[src/rtl/ac97_dma_sequencer.sv]
// Programs the AC97 core's CSR slave for playback or record DMA, re-arming the
// block address on every DMA IRQ and walking a circular buffer per direction.
module ac97_dma_sequencer #(
  parameter int          ADDR_W      = 14,
  parameter int          DATA_W      = 32,
  parameter logic [31:0] PLAY_BASE   = 32'h0000_0000,
  parameter logic [31:0] REC_BASE    = 32'h0001_0000,
  parameter logic [31:0] BUF_BYTES   = 32'h0000_1000,
  parameter logic [31:0] BLOCK_BYTES = 32'd4
) (
  input  logic              clk,
  input  logic              rst,
  input  logic              operation,
  input  logic              play,
  input  logic              rec,
  input  logic              dmar_irq,
  input  logic              dmaw_irq,
  input  logic              csr_ack,
  output logic              csr_we,
  output logic [ADDR_W-1:0] csr_addr,
  output logic [DATA_W-1:0] csr_data,
  output logic [31:0]       cur_addr,
  output logic [15:0]       blk_count,
  output logic              busy,
  output logic              overrun
);

  localparam logic [2:0] S_IDLE     = 3'd0;
  localparam logic [2:0] S_WR_CTRL  = 3'd1;
  localparam logic [2:0] S_WR_ADDR  = 3'd2;
  localparam logic [2:0] S_WR_START = 3'd3;
  localparam logic [2:0] S_WAIT_IRQ = 3'd4;
  localparam logic [2:0] S_ADVANCE  = 3'd5;
  localparam logic [2:0] S_STOP     = 3'd6;

  localparam logic [1:0] M_NONE = 2'd0;
  localparam logic [1:0] M_PLAY = 2'd1;
  localparam logic [1:0] M_REC  = 2'd2;

  logic [2:0]        state_q, state_d;
  logic [1:0]        mode_q, mode_d;
  logic [31:0]       ptr_q, ptr_d;
  logic [31:0]       cur_addr_q, cur_addr_d;
  logic [15:0]       blk_count_q, blk_count_d;
  logic              pending_q, pending_d;
  logic              overrun_q, overrun_d;
  logic              irq_prev_q, irq_prev_d;
  logic              csr_we_q, csr_we_d;
  logic [ADDR_W-1:0] csr_addr_q, csr_addr_d;
  logic [DATA_W-1:0] csr_data_q, csr_data_d;

  logic [1:0]  mode_now;
  logic        mode_ok;
  logic        irq_lvl;
  logic        irq_evt;
  logic [31:0] nxt_ptr;

  function automatic logic [31:0] base_of(input logic [1:0] m);
    return (m == M_REC) ? REC_BASE : PLAY_BASE;
  endfunction

  assign mode_now = !operation       ? M_NONE :
                    (play && !rec)   ? M_PLAY :
                    (rec && !play)   ? M_REC  : M_NONE;

  always_comb begin
    state_d     = state_q;
    mode_d      = mode_q;
    ptr_d       = ptr_q;
    cur_addr_d  = cur_addr_q;
    blk_count_d = blk_count_q;
    pending_d   = pending_q;
    overrun_d   = overrun_q;
    csr_we_d    = csr_we_q;
    csr_addr_d  = csr_addr_q;
    csr_data_d  = csr_data_q;
    mode_ok     = (mode_now == mode_q);
    irq_lvl     = (mode_q == M_REC) ? dmaw_irq : dmar_irq;
    irq_prev_d  = irq_lvl;
    irq_evt     = irq_lvl & ~irq_prev_q;
    nxt_ptr     = ptr_q + BLOCK_BYTES;

    case (state_q)
      S_IDLE: begin
        if (mode_now != M_NONE) begin
          state_d     = S_WR_CTRL;
          mode_d      = mode_now;
          ptr_d       = base_of(mode_now);
          blk_count_d = 16'd0;
          pending_d   = 1'b0;
          overrun_d   = 1'b0;
        end
      end
      S_WR_CTRL, S_WR_ADDR, S_WR_START, S_STOP: begin
        // A write is issued only from a cycle with csr_we low, which yields the idle gap.
        if (!csr_we_q) begin
          csr_we_d = 1'b1;
          case (state_q)
            S_WR_ADDR: begin
              csr_addr_d = (mode_q == M_REC) ? ADDR_W'(8'h14) : ADDR_W'(8'h24);
              csr_data_d = DATA_W'(ptr_q);
            end
            S_WR_START: begin
              csr_addr_d = (mode_q == M_REC) ? ADDR_W'(8'h10) : ADDR_W'(8'h20);
              csr_data_d = DATA_W'(32'h1);
            end
            S_WR_CTRL: begin
              csr_addr_d = ADDR_W'(8'h00);
              csr_data_d = DATA_W'(32'h3);
            end
            default: begin
              csr_addr_d = ADDR_W'(8'h00);
              csr_data_d = DATA_W'(32'h0);
            end
          endcase
        end else if (csr_ack) begin
          csr_we_d = 1'b0;
          case (state_q)
            S_WR_CTRL:  state_d = mode_ok ? S_WR_ADDR : S_STOP;
            S_WR_ADDR: begin
              cur_addr_d = ptr_q;
              state_d    = mode_ok ? S_WR_START : S_STOP;
            end
            S_WR_START: state_d = mode_ok ? S_WAIT_IRQ : S_STOP;
            default:    state_d = S_IDLE;
          endcase
        end
      end
      S_WAIT_IRQ: begin
        if (irq_lvl || pending_q) begin
          state_d   = S_ADVANCE;
          pending_d = 1'b0;
        end else if (!mode_ok) begin
          state_d = S_STOP;
        end
      end
      S_ADVANCE: begin
        ptr_d       = (nxt_ptr == base_of(mode_q) + BUF_BYTES) ? base_of(mode_q) : nxt_ptr;
        blk_count_d = blk_count_q + 16'd1;
        state_d     = mode_ok ? S_WR_ADDR : S_STOP;
      end
      default: state_d = S_IDLE;
    endcase

    // IRQs arriving while the FSM is busy elsewhere are held for the next WAIT_IRQ visit.
    if (state_q != S_IDLE && state_q != S_WAIT_IRQ && irq_evt) begin
      pending_d = 1'b1;
      if (pending_q) overrun_d = 1'b1;
    end
  end

  always_ff @(posedge clk or posedge rst) begin
    if (rst) begin
      state_q     <= S_IDLE;
      mode_q      <= M_NONE;
      ptr_q       <= PLAY_BASE;
      cur_addr_q  <= 32'd0;
      blk_count_q <= 16'd0;
      pending_q   <= 1'b0;
      overrun_q   <= 1'b0;
      irq_prev_q  <= 1'b0;
      csr_we_q    <= 1'b0;
      csr_addr_q  <= '0;
      csr_data_q  <= '0;
    end else begin
      state_q     <= state_d;
      mode_q      <= mode_d;
      ptr_q       <= ptr_d;
      cur_addr_q  <= cur_addr_d;
      blk_count_q <= blk_count_d;
      pending_q   <= pending_d;
      overrun_q   <= overrun_d;
      irq_prev_q  <= irq_prev_d;
      csr_we_q    <= csr_we_d;
      csr_addr_q  <= csr_addr_d;
      csr_data_q  <= csr_data_d;
    end
  end

  assign csr_we    = csr_we_q;
  assign csr_addr  = csr_addr_q;
  assign csr_data  = csr_data_q;
  assign cur_addr  = cur_addr_q;
  assign blk_count = blk_count_q;
  assign busy      = (state_q != S_IDLE);
  assign overrun   = overrun_q;

endmodule
[config.mk]
export PLATFORM = sky130hd
export DESIGN_NAME = ac97_dma_sequencer
export DESIGN_NICKNAME = d
export VERILOG_FILES = /design/src/rtl/ac97_dma_sequencer.sv
export SDC_FILE = /design/constraint.sdc
export NUM_CORES = 1
export LEC_CHECK = 0
export CORE_ASPECT_RATIO = 1.75
export CORE_MARGIN = 3
export CORE_UTILIZATION = 57
export DETAILED_ROUTE_END_ITERATION = 16
export PLACE_DENSITY = 0.85
export SKIP_LAST_GASP = 1
export SLEW_MARGIN = 30
export SYNTH_ARGS = -nofsm -noshare
export SYNTH_HDL_FRONTEND = slang
export SYNTH_SLANG_ARGS = --single-unit
[constraint.sdc]
create_clock -name clk -period 6.05 [get_ports clk]
set_input_delay 1.21 -clock clk [delete_from_list [all_inputs] [get_ports clk]]
set_output_delay 1.21 -clock clk [all_outputs]
set_load 0.03 [all_outputs]
After elaboration in Yosys (flattened, before gate mapping) --
Cells that the tools add are included.
Operators by class: equal/unequal tests 17, shift operators 0, $lt $le $gt $ge 0, reduce and logical (&&, ||, !) cells 19, $mul 0, multiplexer cells 35, bitwise logic cells 3, div/mod/pow operators 0, add/subtract/negate cells 3
Operators by type and width (count):
- $pmux 32 s3 | 1
- $mux 32 | 2
- $pmux 32 s2 | 1
- $mux 17 | 2
- $add 32x13->32 const B | 1
- $add 32x3->32 const B | 1
- $eq 32x32->1 | 1
- $pmux 16 s2 | 1
- $mux 3 | 7
- $add 16x1->16 const B | 1
- $mux 16 | 1
- $mux 6 | 2
- $ne 3x3->1 const B | 4
- $pmux 3 s4 | 1
- $pmux 6 s2 | 1
- $mux 1 | 10
- $eq 3x3->1 const B | 3
- $pmux 3 s3 | 1
- $mux 2 | 4
- $reduce_and 4->1 | 2
- $eq 3x2->1 const B | 2
- $ne 2x2->1 const B | 3
- $reduce_and 2->1 | 3
- $reduce_bool 3->1 | 2
- 13 further kinds | 20
Word-level totals: latch bits 0, bits in writable memories 0, memories 0, input bits 8, bits in read-only memories 0, output and inout port bits 97, register bits after elaboration 135

Longest topological paths before layout --
word-level depth 11, depth in mapped cells 9, depth with buffers taken out 8

Worst setup path before layout --
No wires, ideal clock.
path type register to register, start register ptr_q[3], end register ptr_q[12], path slack 3479 ps, library setup time 135 ps, period minus slack after synthesis 2571 ps, cell stages (with the launch flop) 9, arrival 2436 ps, cells stage by stage dfrtp_1 ha_1 nand3_1 nor3_1 nand3_1 a2111oi_0 nand4_2 nor4_4 o31ai_2
On the way: longest elaborated chain between the ends 4
RTL lines:
- start: declaration | RTL line 42 | logic [31:0] ptr_q, ptr_d;
- start signal: assignment | RTL line 168 | ptr_q <= ptr_d;
- $add 32x3->32 * | RTL line 81 | nxt_ptr = ptr_q + BLOCK_BYTES;
- $eq 32x32->1 | RTL line 138 | ptr_d = (nxt_ptr == base_of(mode_q) + BUF_BYTES) ? base_of(mode_q) : nxt_ptr;
- $mux 32 * | RTL line 138
- $pmux 32 s2 * | RTL line 83 | case (state_q)
Mark *: on every way between the ends. The rest lies on a longest branch, timed or not. A chain may end at the register's enable or synchronous reset.

Final worst setup path --
start register ptr_q[2], end register ptr_q[2]
The elaborated chain is that of the path after synthesis.

==> results.txt <==
The flow ran to the end, and the final reports show no timing, DRC or antenna violations. After detailed routing, the number of remaining DRC violations is 0. The cell type group with the largest total delay on the critical path is simple AND/OR/NAND/NOR gates.

The first global-routing pass estimated approximately 25000 um of wire. The final antenna-violating net count came out at 0. The number of gates resized after cts is 0.

The cell count after synthesis is ~590. The path class of the tightest hold or removal check is reg -> reg. The final critical-path required period is 3470 ps. The post-DP HPWL is ~9800 um. The peak supply drop came out at roughly 0.4 mV. The relative area change from synthesis to final layout is 25.1%. Counting both buffers and inverters, the worst setup path holds a total of 0. The final standard cell utilization of the core came out at between 70% and 80%. 105 I/O pins were placed. The tool flagged a number of max-cap violations equal to 0.

The worst setup path is captured at a register. The floorplan step defined a die boundary enclosing 0.0117 mm2. The synthesized area per cell is 10.2 um2.

The final number of max-transition violations came out at 0. Setup violations remaining at the end of the flow were counted as 0. The clock tree from TritonCTS is yes. At the pin with the least slew margin, the transition time is 891 ps. The post-route clock skew is approximately 9 ps. The die width came out at roughly 83 um. Once routing completed, OpenROAD measured the worst setup slack at 2580 ps. The post-CTS setup repair buffer count came out at 0.

The number of warnings issued by yosys came out at 0. The number of antenna violations at the first check in global routing is 0. The filler cells instantiated in the layout total roughly 660. The pre-CTS setup slack is ~2100 ps. The accumulated negative setup slack is 0 ps. The root buffer cell chosen for the clock tree is sky130_fd_sc_hd__clkbuf_16. Entering global routing, the biggest net connects between 70 and 80 pins.

The worst path arrival time is 3750 ps. The leakage power total is between 3 and 4 nW. Among all flip-flop cells after synthesis, the most frequent one is sky130_fd_sc_hd__dfrtp_1. The via count of the first global-routing pass is between 4000 and 5000. The sequential cells in the finished layout cover a total of 0.00300 mm2. The repair_antennas step left the layout with diodes totalling 0. The area of the placeable core came out at 0.0100 mm2. The worst setup path is launched from a register.

The most numerous cell on the critical path is sky130_fd_sc_hd__nand3_1. The first-pass detailed-route iteration total is 5. For this design, the slowest cell found on the critical path is sky130_fd_sc_hd__nor3_1.

The register clock-pin slew on the reported worst setup and hold paths came out at around 50 ps. In the global route stage, overall resource usage came out at a little over a quarter. The required arrival time at the worst endpoint is between 6000 and 7000 ps.

In this run the cell area of the synthesized design comes to a little under 0.006 mm2. The final critical path takes up 57.4% of the cycle. The floorplan step set the die height to around 140 um. Static timing analysis puts the maximum clock frequency at approximately 0.29 GHz. The via total after detailed routing came out at between 4000 and 5000. The detailed-route wire length per cell is ~19 um. The maximum number of buffers from clock root to sink is 2. The largest stage delay on the critical path is between 600 and 700 ps. In this run the worst path has a maximum fanout of 10. Of the cells placed in the final design, the portion with a size suffix greater than 1 is 12.4%.

The flip-flop and latch count after synthesis came out at 120. Buffers placed on the I/O ports in this run total between 90 and 100. In this run, CTS created clock tree buffers numbering 17.

The worst max-slew margin expressed relative to the limit came out at about 40%. The congestion estimate from routability-driven global placement came to approximately 0.94. CTS built an H-tree with a depth of 4. The number of clock sinks is 120. Clock latency on the worst-skew pair, taken at its later pin, is 410 ps. Setup repair after global routing left no endpoint under its margin. The number of design-rule violations left by the first detailed-router iteration is between 400 and 500. The share of synthesized registers carrying an async set or reset came out at 100%. The power per standard cell area came out at 490 mW/mm2. The number of vias per cell after detailed routing is 6.22.

The cts-stage hold buffer count is 0. In the final layout, the multi-input gates occupy around 0.0027 mm2. The initial standard-cell utilization of the core came out at between 50% and 60%. The placement row count is 48.

The final layout contains between 600 and 700 nets. For this run the aggregate overflow at the end of global routing stands at 0. The critical path is of the reg -> reg type.

The overall power after layout is between 3 and 4 mW. The share of synthesized area occupied by flip-flops and latches is 50.5%. The total wirelength of the detailed-routed design is between 15000 and 20000 um. The number of endpoints with negative hold slack in the final report came out at 0. Traced cell by cell, the critical path runs through ha_1 > nand3_1 > nor3_1 > nand3_1 > a2111oi_0 > nand4_2 > nor4_4 > o31ai_2. The number of synthesized flops with an enable pin is 0.

After synthesis, the netlist uses 57 different library cells.
registers in the layout, summed over array words and instances (netlist names):
name,flops
pending_q,1
csr_we,1
csr_data,32
csr_addr,3
blk_count,16
ptr_q,30
overrun,1
cur_addr,30
irq_prev_q,1
mode_q,2
state_q,3
report_power, final:
part           total (mW)  switching (mW)  internal, mW
Clock                1.09           0.350         0.743
Combinational        1.29           0.763         0.523
Sequential           1.27           0.253          1.01
area by class of cell:
class                      instances  share of cell area (%)
sequential                       120                    40.4
multi-input combinational        405                    35.7
timing repair buffer              95                    12.6
clock buffer                      25                    6.79
tap                              125                    2.10
clock inverter                     7                    1.85
inverter                           9                   0.521
logic make-up after synthesis:
family	count (synthesis)	share of synthesized area (%)
simple gates	193	17.6
mux	37	6.86
compound gates	143	16.1
flops	120	50.5
other cells	1	0.0631
buf+inv	72	5.91
fa+ha+maj	3	0.631
xor+xnor	16	2.36
metrics by stage:
step	hold slack, ps	area [um2]	instances
after detailed placement	459	6790	754
after global placement	448	6790	754
after floorplan	431	5990	597
after CTS	468	7430	786
final	463	7440	786
after global routing	486	7440	786
metal layers:
metal	global-route usage, %	vias to the layer above	part of all wire, %
li1	-	2211	-
met1	29.5	2440	37
met2	48.7	205	55
met3	6.49	36	4.8
met4	10.3	0	2.5
met5	0	-	0
cell usage in the layout, fill, tap and decap left out, types with 15 or more instances in the layout:
| cell type | netlist | routed |
|---|---|---|
| sky130_fd_sc_hd__o21ai_0 | 62 | 62 |
| sky130_fd_sc_hd__mux2_2 | 30 | 30 |
| sky130_fd_sc_hd__clkdlybuf4s50_1 | 0 | 91 |
| sky130_fd_sc_hd__nand3_1 | 35 | 35 |
| sky130_fd_sc_hd__nand2_1 | 46 | 46 |
| sky130_fd_sc_hd__nor2_1 | 33 | 32 |
| sky130_fd_sc_hd__a22o_1 | 32 | 32 |
| sky130_fd_sc_hd__clkbuf_16 | 0 | 17 |
| sky130_fd_sc_hd__nor3_1 | 16 | 15 |
| sky130_fd_sc_hd__dfrtp_1 | 120 | 120 |
final timing paths:
check	start	endpoint	slack [ps]	depth (start not counted)
worst max register to register	ptr_q[2]	ptr_q[2]	2580	8
worst max-delay path	ptr_q[2]	ptr_q[2]	2580	8
worst min-delay path	irq_prev_q	overrun	460	1
max in group asynchronous	rst	cur_addr[23]	3710	3
worst min register to register	irq_prev_q	overrun	460	1
min in group asynchronous	rst	csr_addr[2]	1270	2
cells in the mapped netlist (6+ instances only):
master	count	area (um2)
sky130_fd_sc_hd__a21oi_1	11	55.1
sky130_fd_sc_hd__a22o_1	32	280
sky130_fd_sc_hd__and2_1	8	50.1
sky130_fd_sc_hd__and3_1	7	43.8
sky130_fd_sc_hd__buf_2	14	70.1
sky130_fd_sc_hd__buf_4	14	105
sky130_fd_sc_hd__clkbuf_1	31	116
sky130_fd_sc_hd__dfrtp_1	120	3000
sky130_fd_sc_hd__inv_1	9	33.8
sky130_fd_sc_hd__mux2_2	30	338
sky130_fd_sc_hd__mux2i_1	7	70.1
sky130_fd_sc_hd__nand2_1	46	173
sky130_fd_sc_hd__nand3_1	35	175
sky130_fd_sc_hd__nand4_1	9	56.3
sky130_fd_sc_hd__nor2_1	33	124
sky130_fd_sc_hd__nor3_1	16	80.1
sky130_fd_sc_hd__o21ai_0	62	310
sky130_fd_sc_hd__o31ai_1	11	82.6
sky130_fd_sc_hd__or3_1	6	37.5
sky130_fd_sc_hd__xnor2_1	11	96.3
Power figures use the tool's default switching activity.
